<file path="config.mk">
export PLATFORM = sky130hd
export DESIGN_NAME = shift_reg_univ
export DESIGN_NICKNAME = d
export VERILOG_FILES = /design/src/rtl/shift_reg_univ.sv
export SDC_FILE = /design/constraint.sdc
export NUM_CORES = 1
export LEC_CHECK = 0
export ABC_AREA = 1
export BUFFER_PORTS_ARGS = -buffer_cell sky130_fd_sc_hd__buf_2
export CAP_MARGIN = 5
export CORE_ASPECT_RATIO = 0.75
export CORE_UTILIZATION = 53
export CTS_CLUSTER_DIAMETER = 50
export DETAILED_ROUTE_END_ITERATION = 7
export HOLD_SLACK_MARGIN = 0.03
export PLACE_DENSITY = 0.84
export SLEW_MARGIN = 20
export SYNTH_ARGS = -nofsm -noshare
export SYNTH_HDL_FRONTEND = slang
export SYNTH_SLANG_ARGS = --single-unit
</file>
<file path="constraint.sdc">
create_clock -name clk -period 1.8 [get_ports clk]
set_input_delay 0 -clock clk [delete_from_list [all_inputs] [get_ports clk]]
set_output_delay 0 -clock clk [all_outputs]
set_load 0.005 [all_outputs]
</file>
<file path="src/rtl/shift_reg_univ.sv">
// shift_reg_univ: universal shift register with a counted burst controller.
// Direct ops run in IDLE; SHIFT repeats a latched op for burst_len enabled cycles.
module shift_reg_univ #(
    parameter int WIDTH = 8,
    parameter int CNT_W = $clog2(WIDTH) + 1
) (
    input  logic             clk,
    input  logic             rst_n,
    input  logic             enable,
    input  logic [2:0]       mode,
    input  logic             sin_l,
    input  logic             sin_r,
    input  logic [WIDTH-1:0] load_data,
    input  logic             start,
    input  logic [CNT_W-1:0] burst_len,
    output logic [WIDTH-1:0] q,
    output logic             sout_msb,
    output logic             sout_lsb,
    output logic             busy,
    output logic             done
);
    localparam logic [2:0] M_HOLD  = 3'b000;
    localparam logic [2:0] M_SHL   = 3'b001;
    localparam logic [2:0] M_SHR   = 3'b010;
    localparam logic [2:0] M_ROL   = 3'b011;
    localparam logic [2:0] M_ROR   = 3'b100;
    localparam logic [2:0] M_ASR   = 3'b101;
    localparam logic [2:0] M_LOAD  = 3'b110;
    localparam logic [2:0] M_CLEAR = 3'b111;

    typedef enum logic {
        IDLE  = 1'b0,
        SHIFT = 1'b1
    } state_t;

    state_t           state;
    state_t           state_nxt;
    logic [CNT_W-1:0] cnt;
    logic [2:0]       bmode;
    logic             is_shift;
    logic             accept;
    logic             zero_len;
    logic             last;

    function automatic logic [WIDTH-1:0] apply_op(
        input logic [2:0]       op,
        input logic [WIDTH-1:0] v,
        input logic             sl,
        input logic             sr,
        input logic [WIDTH-1:0] ld
    );
        logic [WIDTH-1:0] r;
        r = v;
        unique case (op)
            M_HOLD:  r = v;
            M_SHL:   r = {v[WIDTH-2:0], sl};
            M_SHR:   r = {sr, v[WIDTH-1:1]};
            M_ROL:   r = {v[WIDTH-2:0], v[WIDTH-1]};
            M_ROR:   r = {v[0], v[WIDTH-1:1]};
            M_ASR:   r = {v[WIDTH-1], v[WIDTH-1:1]};
            M_LOAD:  r = ld;
            M_CLEAR: r = '0;
        endcase
        return r;
    endfunction

    assign is_shift = (mode >= M_SHL) && (mode <= M_ASR);
    assign accept   = (state == IDLE) && start && is_shift;
    assign zero_len = (burst_len == '0);
    assign last     = (state == SHIFT) && enable && (cnt == CNT_W'(1));

    always_ff @(posedge clk or negedge rst_n) begin
        if (!rst_n) begin
            state <= IDLE;
        end else begin
            state <= state_nxt;
        end
    end

    always_comb begin
        state_nxt = state;
        case (state)
            IDLE:    if (accept && !zero_len) state_nxt = SHIFT;
            SHIFT:   if (last) state_nxt = IDLE;
            default: state_nxt = IDLE;
        endcase
    end

    always_comb begin
        busy     = (state == SHIFT);
        sout_msb = q[WIDTH-1];
        sout_lsb = q[0];
    end

    // An accepted start never touches q; the first shift is on the next edge.
    always_ff @(posedge clk or negedge rst_n) begin
        if (!rst_n) begin
            q     <= '0;
            cnt   <= '0;
            bmode <= M_HOLD;
            done  <= 1'b0;
        end else begin
            done <= last || (accept && zero_len);
            if (state == SHIFT) begin
                if (enable) begin
                    q   <= apply_op(bmode, q, sin_l, sin_r, load_data);
                    cnt <= cnt - CNT_W'(1);
                end
            end else if (accept) begin
                if (!zero_len) begin
                    bmode <= mode;
                    cnt   <= burst_len;
                end
            end else if (enable) begin
                q <= apply_op(mode, q, sin_l, sin_r, load_data);
            end
        end
    end
endmodule
</file>
==> results of run 1 <==
[path summary, 6_finish.rpt]
check	start	depth (start not counted)	to	slack (ns)
worst max-delay path	bmode[2]	9	q[6]	0.21
worst min-delay path	mode[1]	3	bmode[1]	0.04
worst max register to register	bmode[2]	9	q[6]	0.21
worst min register to register	bmode[0]	2	bmode[0]	0.57
max in group asynchronous	rst_n	2	q[4]	1.37
min in group asynchronous	rst_n	2	busy	0.14
[per-stage QoR]
step / util / area [µm²] / setup slack (ns) / std cells
finish: 0.696 / 1680 / 0.206 / 295
global route: 0.696 / 1680 / 0.108 / 295
CTS: 0.696 / 1680 / 0.243 / 295
detailed placement: 0.668 / 1620 / 0.303 / 287
global placement: 0.668 / 1620 / 0.377 / 287
floorplan: - / 1420 / 0.509 / 224
[sequential cells by signal (all words and copies together) (netlist names)]
name and cells:
done 1, cnt 4, q 8, bmode 3
busy 1
[report_power, final]
| group | switching, mW | leakage (nW) | internal [mW] |
|---|---|---|---|
| Combinational | 0.961 | 0.665 | 0.598 |
| Sequential | 0.222 | 0.212 | 0.552 |
| Clock | 0.132 | 0.0177 | 0.0829 |
[per-layer routing]
metal	part of all wire	global-route usage	routed length [µm]	vias up
met5	0	0	0	-
met1	0.46	0.477	1920	748
met4	0.0096	0.0889	40	0
li1	-	-	-	819
met2	0.42	0.471	1750	115
met3	0.11	0.0744	461	6
[cell families (layout without fill, tap and decap cells)]
| family | after synthesis | after routing | synth area share |
|---|---|---|---|
| AOI/OAI and AO/OA | 13 | 13 | 0.0512 |
| xor gates and xnor gates | 1 | 1 | 0.00618 |
| adders and majority gates | 2 | 2 | 0.0176 |
| buffers and inverters | 31 | 68 | 0.0927 |
| DFF | 17 | 17 | 0.300 |
| and+or+nand+nor | 160 | 160 | 0.532 |
[cell usage after synthesis (all sizes together)]
master,n
dfrtp,17
inv,22
clkbuf,3
nor3,1
o21bai,1
nor2,15
nand2,84
nand3,37
o21ai,9
or2,1
nand4,21
xor2,1
o211ai,2
and2,1
a21oi,1
buf,6
ha,2
[area by class of cell]
cell class | count | area, µm²
clock buffers | 3 | 22.5
clock inverters | 1 | 5.00
fillers | 208 | 737
inverters | 22 | 82.6
multi-input cells | 176 | 861
flip-flops and latches | 17 | 425
well taps | 34 | 42.5
repair buffers | 42 | 245
[cell usage in the layout (no fill, tap or decap), drive strengths merged, types with 3 or more instances in the layout]
master | synthesis | routed
buf | 6 | 38
clkbuf | 3 | 3
dfrtp | 17 | 17
dlygate4sd3 | 0 | 4
inv | 22 | 22
nand2 | 84 | 84
nand3 | 37 | 37
nand4 | 21 | 21
nor2 | 15 | 15
o21ai | 9 | 9
[critical path: stages (launching register included)]
cell and delay [ns]:
dfrtp_1 0.39, inv_1 0.31, nand2_1 0.10, nor2_1 0.18, inv_1 0.06, nand2_1 0.15
nor2_8 0.08, inv_2 0.12, nand2_1 0.07, nand2_1 0.07
==> flow_summary.json, run 1 <==
{
  "status": "finished, final reports clean",
  "ir_worst_vdd_mv": 0.689,
  "worstSetupPathType": "reg -> reg",
  "fin_tns_setup_ns": 0,
  "cp_max_fo": 12,
  "root_buffer": "clkbuf_4",
  "start_kind": "flop",
  "cts_buffers": 3,
  "die_area_um2": 2890,
  "grt_max_degree": 18,
  "p_leak_nw": 0.895,
  "hold_path.class": "in -> reg",
  "ctsResizeCount": 0,
  "nNetsFinal": 285,
  "ioPinCount": 33,
  "grt_pass1_vias": 1480,
  "grt_pass1_wl_mm": 6.68,
  "pwr_density_cell_nw_per_um2": 1510,
  "ys_seq_elements": 17,
  "grt_setup_unrepaired": "no",
  "tightest_slew_ns": 0.408,
  "wl_per_cell_um": 14.1,
  "initial_utilization": 0.586,
  "synth_nets": 247,
  "hold_violations": 0,
  "finalWirelength_mm": 4.17,
  "maxSlewViolCount": 0,
  "synthCells": 224,
  "whs_ns": 0.0401,
  "antenna_found_initial": 0,
  "yosys_warnings": 0,
  "h-tree-depth": 1,
  "layout-drive-gt1-share": 0.218,
  "ant_nets": 0,
  "clock_sinks": 17,
  "die_w_um": 61.7,
  "drv_cap": 0,
  "yosysSeqAreaShare": 0.300,
  "clk_path_buf_depth": 2,
  "min_period_ns": 1.59,
  "synth_cell_types": 25,
  "slew_headroom": 0.728,
  "firstDrtPassIters": 6,
  "std_cell_rows": 15,
  "worst_setup_path_end_kind": "flop",
  "gr-total-overflow": 0,
  "syn_area_per_cell_um2": 6.33,
  "vias": 1688,
  "clock_latency_ns": 0.30,
  "track_usage": 0.322,
  "dp_hpwl_mm": 2.93,
  "fin_crit_sh": 0.886,
  "finalSetupViolCount": 0,
  "gp_congestion": 0.898,
  "synth_area_leaders": "dfrtp_1 30%, nand2_1 21%, nand3_1 13%, nand4_1 9.3%, inv_1 4.5%",
  "port_buffers": 32,
  "cts_hold_buf": 4,
  "drc_errors": 0,
  "arrival_ns": 1.84,
  "yosys.area.top_type_share": 0.300,
  "routed_via_density": 5.72,
  "syn2layout_area_growth_pct": 18.8,
  "cts_setup_buffers": 0,
  "fin_skew_ns": 0.00385,
  "syn_area_um2": 1420,
  "drtIter0Drc": 174,
  "yosys.area.top_type": "dfrtp_1",
  "die_height_um": 46.8,
  "clk_pin_slew_worst_paths_ns": 0.11,
  "tritoncts": "yes",
  "diodes": 0,
  "cp_data_required_time_ns": 2.04,
  "power_mw": 2.55,
  "core_um2": 2420,
  "max_freq_mhz": 627
}
(Power assumes the default switching activity.)
==> inputs of run 2 (changes only) <==
--- a/config.mk
+++ b/config.mk
@@ -5,15 +5,14 @@
 export SDC_FILE = /design/constraint.sdc
 export NUM_CORES = 1
 export LEC_CHECK = 0
-export ABC_AREA = 1
 export BUFFER_PORTS_ARGS = -buffer_cell sky130_fd_sc_hd__buf_2
 export CAP_MARGIN = 5
 export CORE_ASPECT_RATIO = 0.75
-export CORE_UTILIZATION = 53
+export CORE_UTILIZATION = 54
 export CTS_CLUSTER_DIAMETER = 50
 export DETAILED_ROUTE_END_ITERATION = 7
 export HOLD_SLACK_MARGIN = 0.03
-export PLACE_DENSITY = 0.84
+export PLACE_DENSITY = 0.85
 export SLEW_MARGIN = 20
 export SYNTH_ARGS = -nofsm -noshare
 export SYNTH_HDL_FRONTEND = slang
==> constraint.sdc (replaced) <==
create_clock -name clk -period 1.7 [get_ports clk]
set_input_delay 0 -clock clk [delete_from_list [all_inputs] [get_ports clk]]
set_output_delay 0 -clock clk [all_outputs]
set_load 0.005 [all_outputs]
==> run 2 against run 1 <==
  * Worst hold slack gained 0.00093 ns
  * Largest cell class unchanged
  * Wire length grew 1.5%
  * Clock skew is essentially flat
  * First-iteration DRC count up 70%
  * Clock power grew 7%
  * Maximum frequency fell by 4.2%
  * Critical path type unchanged
  * Via count shrank 6.4%
  * Cell area increased by 2.7%
  * Sequential cell count is the same
  * Combinational power up 22%
  * Register-to-register slack worse by 0.17 ns
  * Final cell count is 17% lower
==> flow_summary.json, run 2 <==
{
  "status": "finished, final reports clean",
  "die_area_um2": 2860,
  "synth_edf_count": 0,
  "wl_per_cell_um": 17.3,
  "nNetsFinal": 235,
  "initial_utilization": 0.596,
  "firstDrtPassIters": 5,
  "top_register": "q",
  "power_mw": 2.98,
  "drv_cap": 0,
  "cp_max_fo": 4,
  "nFillCells": 195,
  "finalWirelength_mm": 4.24,
  "ant_nets": 0,
  "std_cell_rows": 15,
  "pwr_density_cell_nw_per_um2": 1720,
  "slew_headroom": 0.647,
  "worst_setup_path_end_kind": "flop",
  "ir_worst_vdd_mv": 0.792,
  "synth_area_leaders": "dfrtp_1 30%, nand2_1 8.1%, a21oi_1 4.2%, mux2i_1 4.2%, nand3b_1 4.2%",
  "arrival_ns": 1.86,
  "p_int_mw": 1.61,
  "synth_cell_types": 44,
  "hold_violations": 0,
  "synth.most_common_cell": "nand2_1",
  "grt_max_degree": 22,
  "syn_area_um2": 1430,
  "largest_reg_flops": 8,
  "synth_nets": 197,
  "sw_frac_of_total": 0.459,
  "tightest_slew_ns": 0.529,
  "die_height_um": 46.6,
  "root_buffer": "clkbuf_4",
  "p_leak_nw": 0.778,
  "finalSetupViolCount": 0,
  "grt_setup_unrepaired": "yes",
  "clkPwrFrac": 0.077,
  "drc_errors": 0,
  "port_buffers": 32,
  "postPlaceCellArea_um2": 1680,
  "cp_data_required_time_ns": 1.89,
  "routed_via_density": 6.45,
  "pwr-share-comb": 0.637,
  "yosysSeqAreaShare": 0.297,
  "layout_setup_ws_ns": 0.0359,
  "reg_top3": "q x8, cnt x4, bmode x3",
  "grt_pass1_vias": 1478,
  "fin_tns_setup_ns": 0,
  "min_period_ns": 1.66,
  "yosys.area.top_type_share": 0.297,
  "grt_pass1_wl_mm": 6.78,
  "worstSetupPathType": "reg -> reg",
  "max_freq_mhz": 601,
  "clock_sinks": 17,
  "final_cell_mix": "32 x buf_2, 31 x nand2_1, 17 x dfrtp_1",
  "clk_path_buf_depth": 2,
  "tritoncts": "yes",
  "h-tree-depth": 1,
  "antenna_found_initial": 0,
  "preCtsSetupSlack_ns": 0.00181,
  "core_um2": 2400,
  "final_common_cell": "buf_2",
  "track_usage": 0.331,
  "whs_ns": 0.0410,
  "gr-total-overflow": 0,
  "synthCells": 174,
  "ioPinCount": 33,
  "maxSlewViolCount": 0,
  "fin_skew_ns": 0.00401,
  "yosys_warnings": 0,
  "async_flop_share": 1.00,
  "p_seq_frac": 0.286,
  "yosys.area.top_type": "dfrtp_1",
  "diodes": 0,
  "die_w_um": 61.5,
  "hold_path.class": "in -> reg",
  "syn2layout_area_growth_pct": 20.9,
  "vias": 1580,
  "p_sw_mw": 1.37,
  "clk_pin_slew_worst_paths_ns": 0.11,
  "fin_crit_sh": 0.979,
  "layout-drive-gt1-share": 0.313,
  "synthFlopType": "dfrtp_1",
  "syn_area_per_cell_um2": 8.23,
  "fin_area_um2": 1730,
  "ys_seq_elements": 17,
  "synth_commonest_cells": "31 x nand2_1, 17 x dfrtp_1, 12 x a21oi_1, 12 x clkbuf_1, 8 x nand3b_1",
  "gp_congestion": 0.941,
  "dp_hpwl_mm": 3.11,
  "clock_latency_ns": 0.30,
  "drtIter0Drc": 296,
  "cts_buffers": 3,
  "start_kind": "flop"
}
==> run 2: cell count changes after synthesis, moves of 6 or more <==
cell / delta
clkbuf_1: +9
nand4_1: -19
nand3_1: -34
nand3b_1: +8
o221ai_1: +6
nand2b_1: +6
mux2i_1: +6
a21oi_1: +11
nand2_1: -49
inv_1: -11
==> run 2: metrics by stage <==
stage	cells	utilization
2_1_floorplan	174	-
3_3_place_gp	239	0.699
3_5_place_dp	239	0.699
4_1_cts	245	0.718
5_1_grt	245	0.720
6_report	245	0.720
==> run 2: cells by family (layout without fill, tap and decap cells) <==
family | after synthesis | count (layout) | share of synthesized area
buffers and inverters | 22 | 59 | 0.0682
AO/OA/AOI/OAI | 51 | 51 | 0.263
adder cells (fa/ha/maj) | 2 | 2 | 0.0175
multiplexers | 11 | 11 | 0.0813
AND/OR/NAND/NOR | 71 | 71 | 0.273
flip-flops | 17 | 17 | 0.297
==> run 2: metal layers <==
metal	wire [µm]	track usage	share of wire	up-vias
met5	0	0	0	-
met4	19	0.0756	0.0045	0
met3	399	0.0702	0.094	5
met2	2000	0.522	0.47	103
met1	1810	0.466	0.43	754
li1	-	-	-	718
==> run 2: timing repair <==
item	CTS	global route
buffers inserted	1	0
setup endpoints to repair	1	3
gates resized for setup	1	3
endpoints found under the hold margin	17	0
hold buffers	1	0
==> run 2: worst max-delay path, cell delays in order, from the launching register on <==
cell      delay [ns]
dfrtp_1         0.42
nand2b_4        0.17
nor3_2          0.05
a2111o_1        0.32
a311oi_2        0.26
mux2_4          0.33
==> run 2: final cells by class <==
cell class                 count  area (µm²)  share of cell area
multi-input combinational    135         922               0.533
tap                           34        42.5              0.0246
inverter                       6        22.5              0.0130
clock buffer                   3        22.5              0.0130
timing repair buffer          49         290               0.168
sequential                    17         425               0.246
clock inverter                 1        5.00             0.00289
==> run 2: power groups by stage <==
stage          logic [mW]  registers, mW  clock network [mW]
6_report             1.90          0.853               0.230
5_1_grt              2.09          0.878               0.248
4_1_cts              1.85          0.838               0.234
3_5_place_dp         1.82          0.846                   0
3_3_place_gp         1.71          0.821                   0
2_1_floorplan        1.24          0.790                   0
==> run 2: final timing paths <==
check | end | cells past startpoint | startpoint | slack (ns)
min | cnt[3] | 3 | burst_len[3] | 0.04
max | q[7] | 5 | busy | 0.04
min in group asynchronous | busy | 2 | rst_n | 0.16
max in group asynchronous | q[3] | 2 | rst_n | 1.25
max reg2reg | q[7] | 5 | busy | 0.04
min reg2reg | cnt[0] | 1 | cnt[0] | 0.58
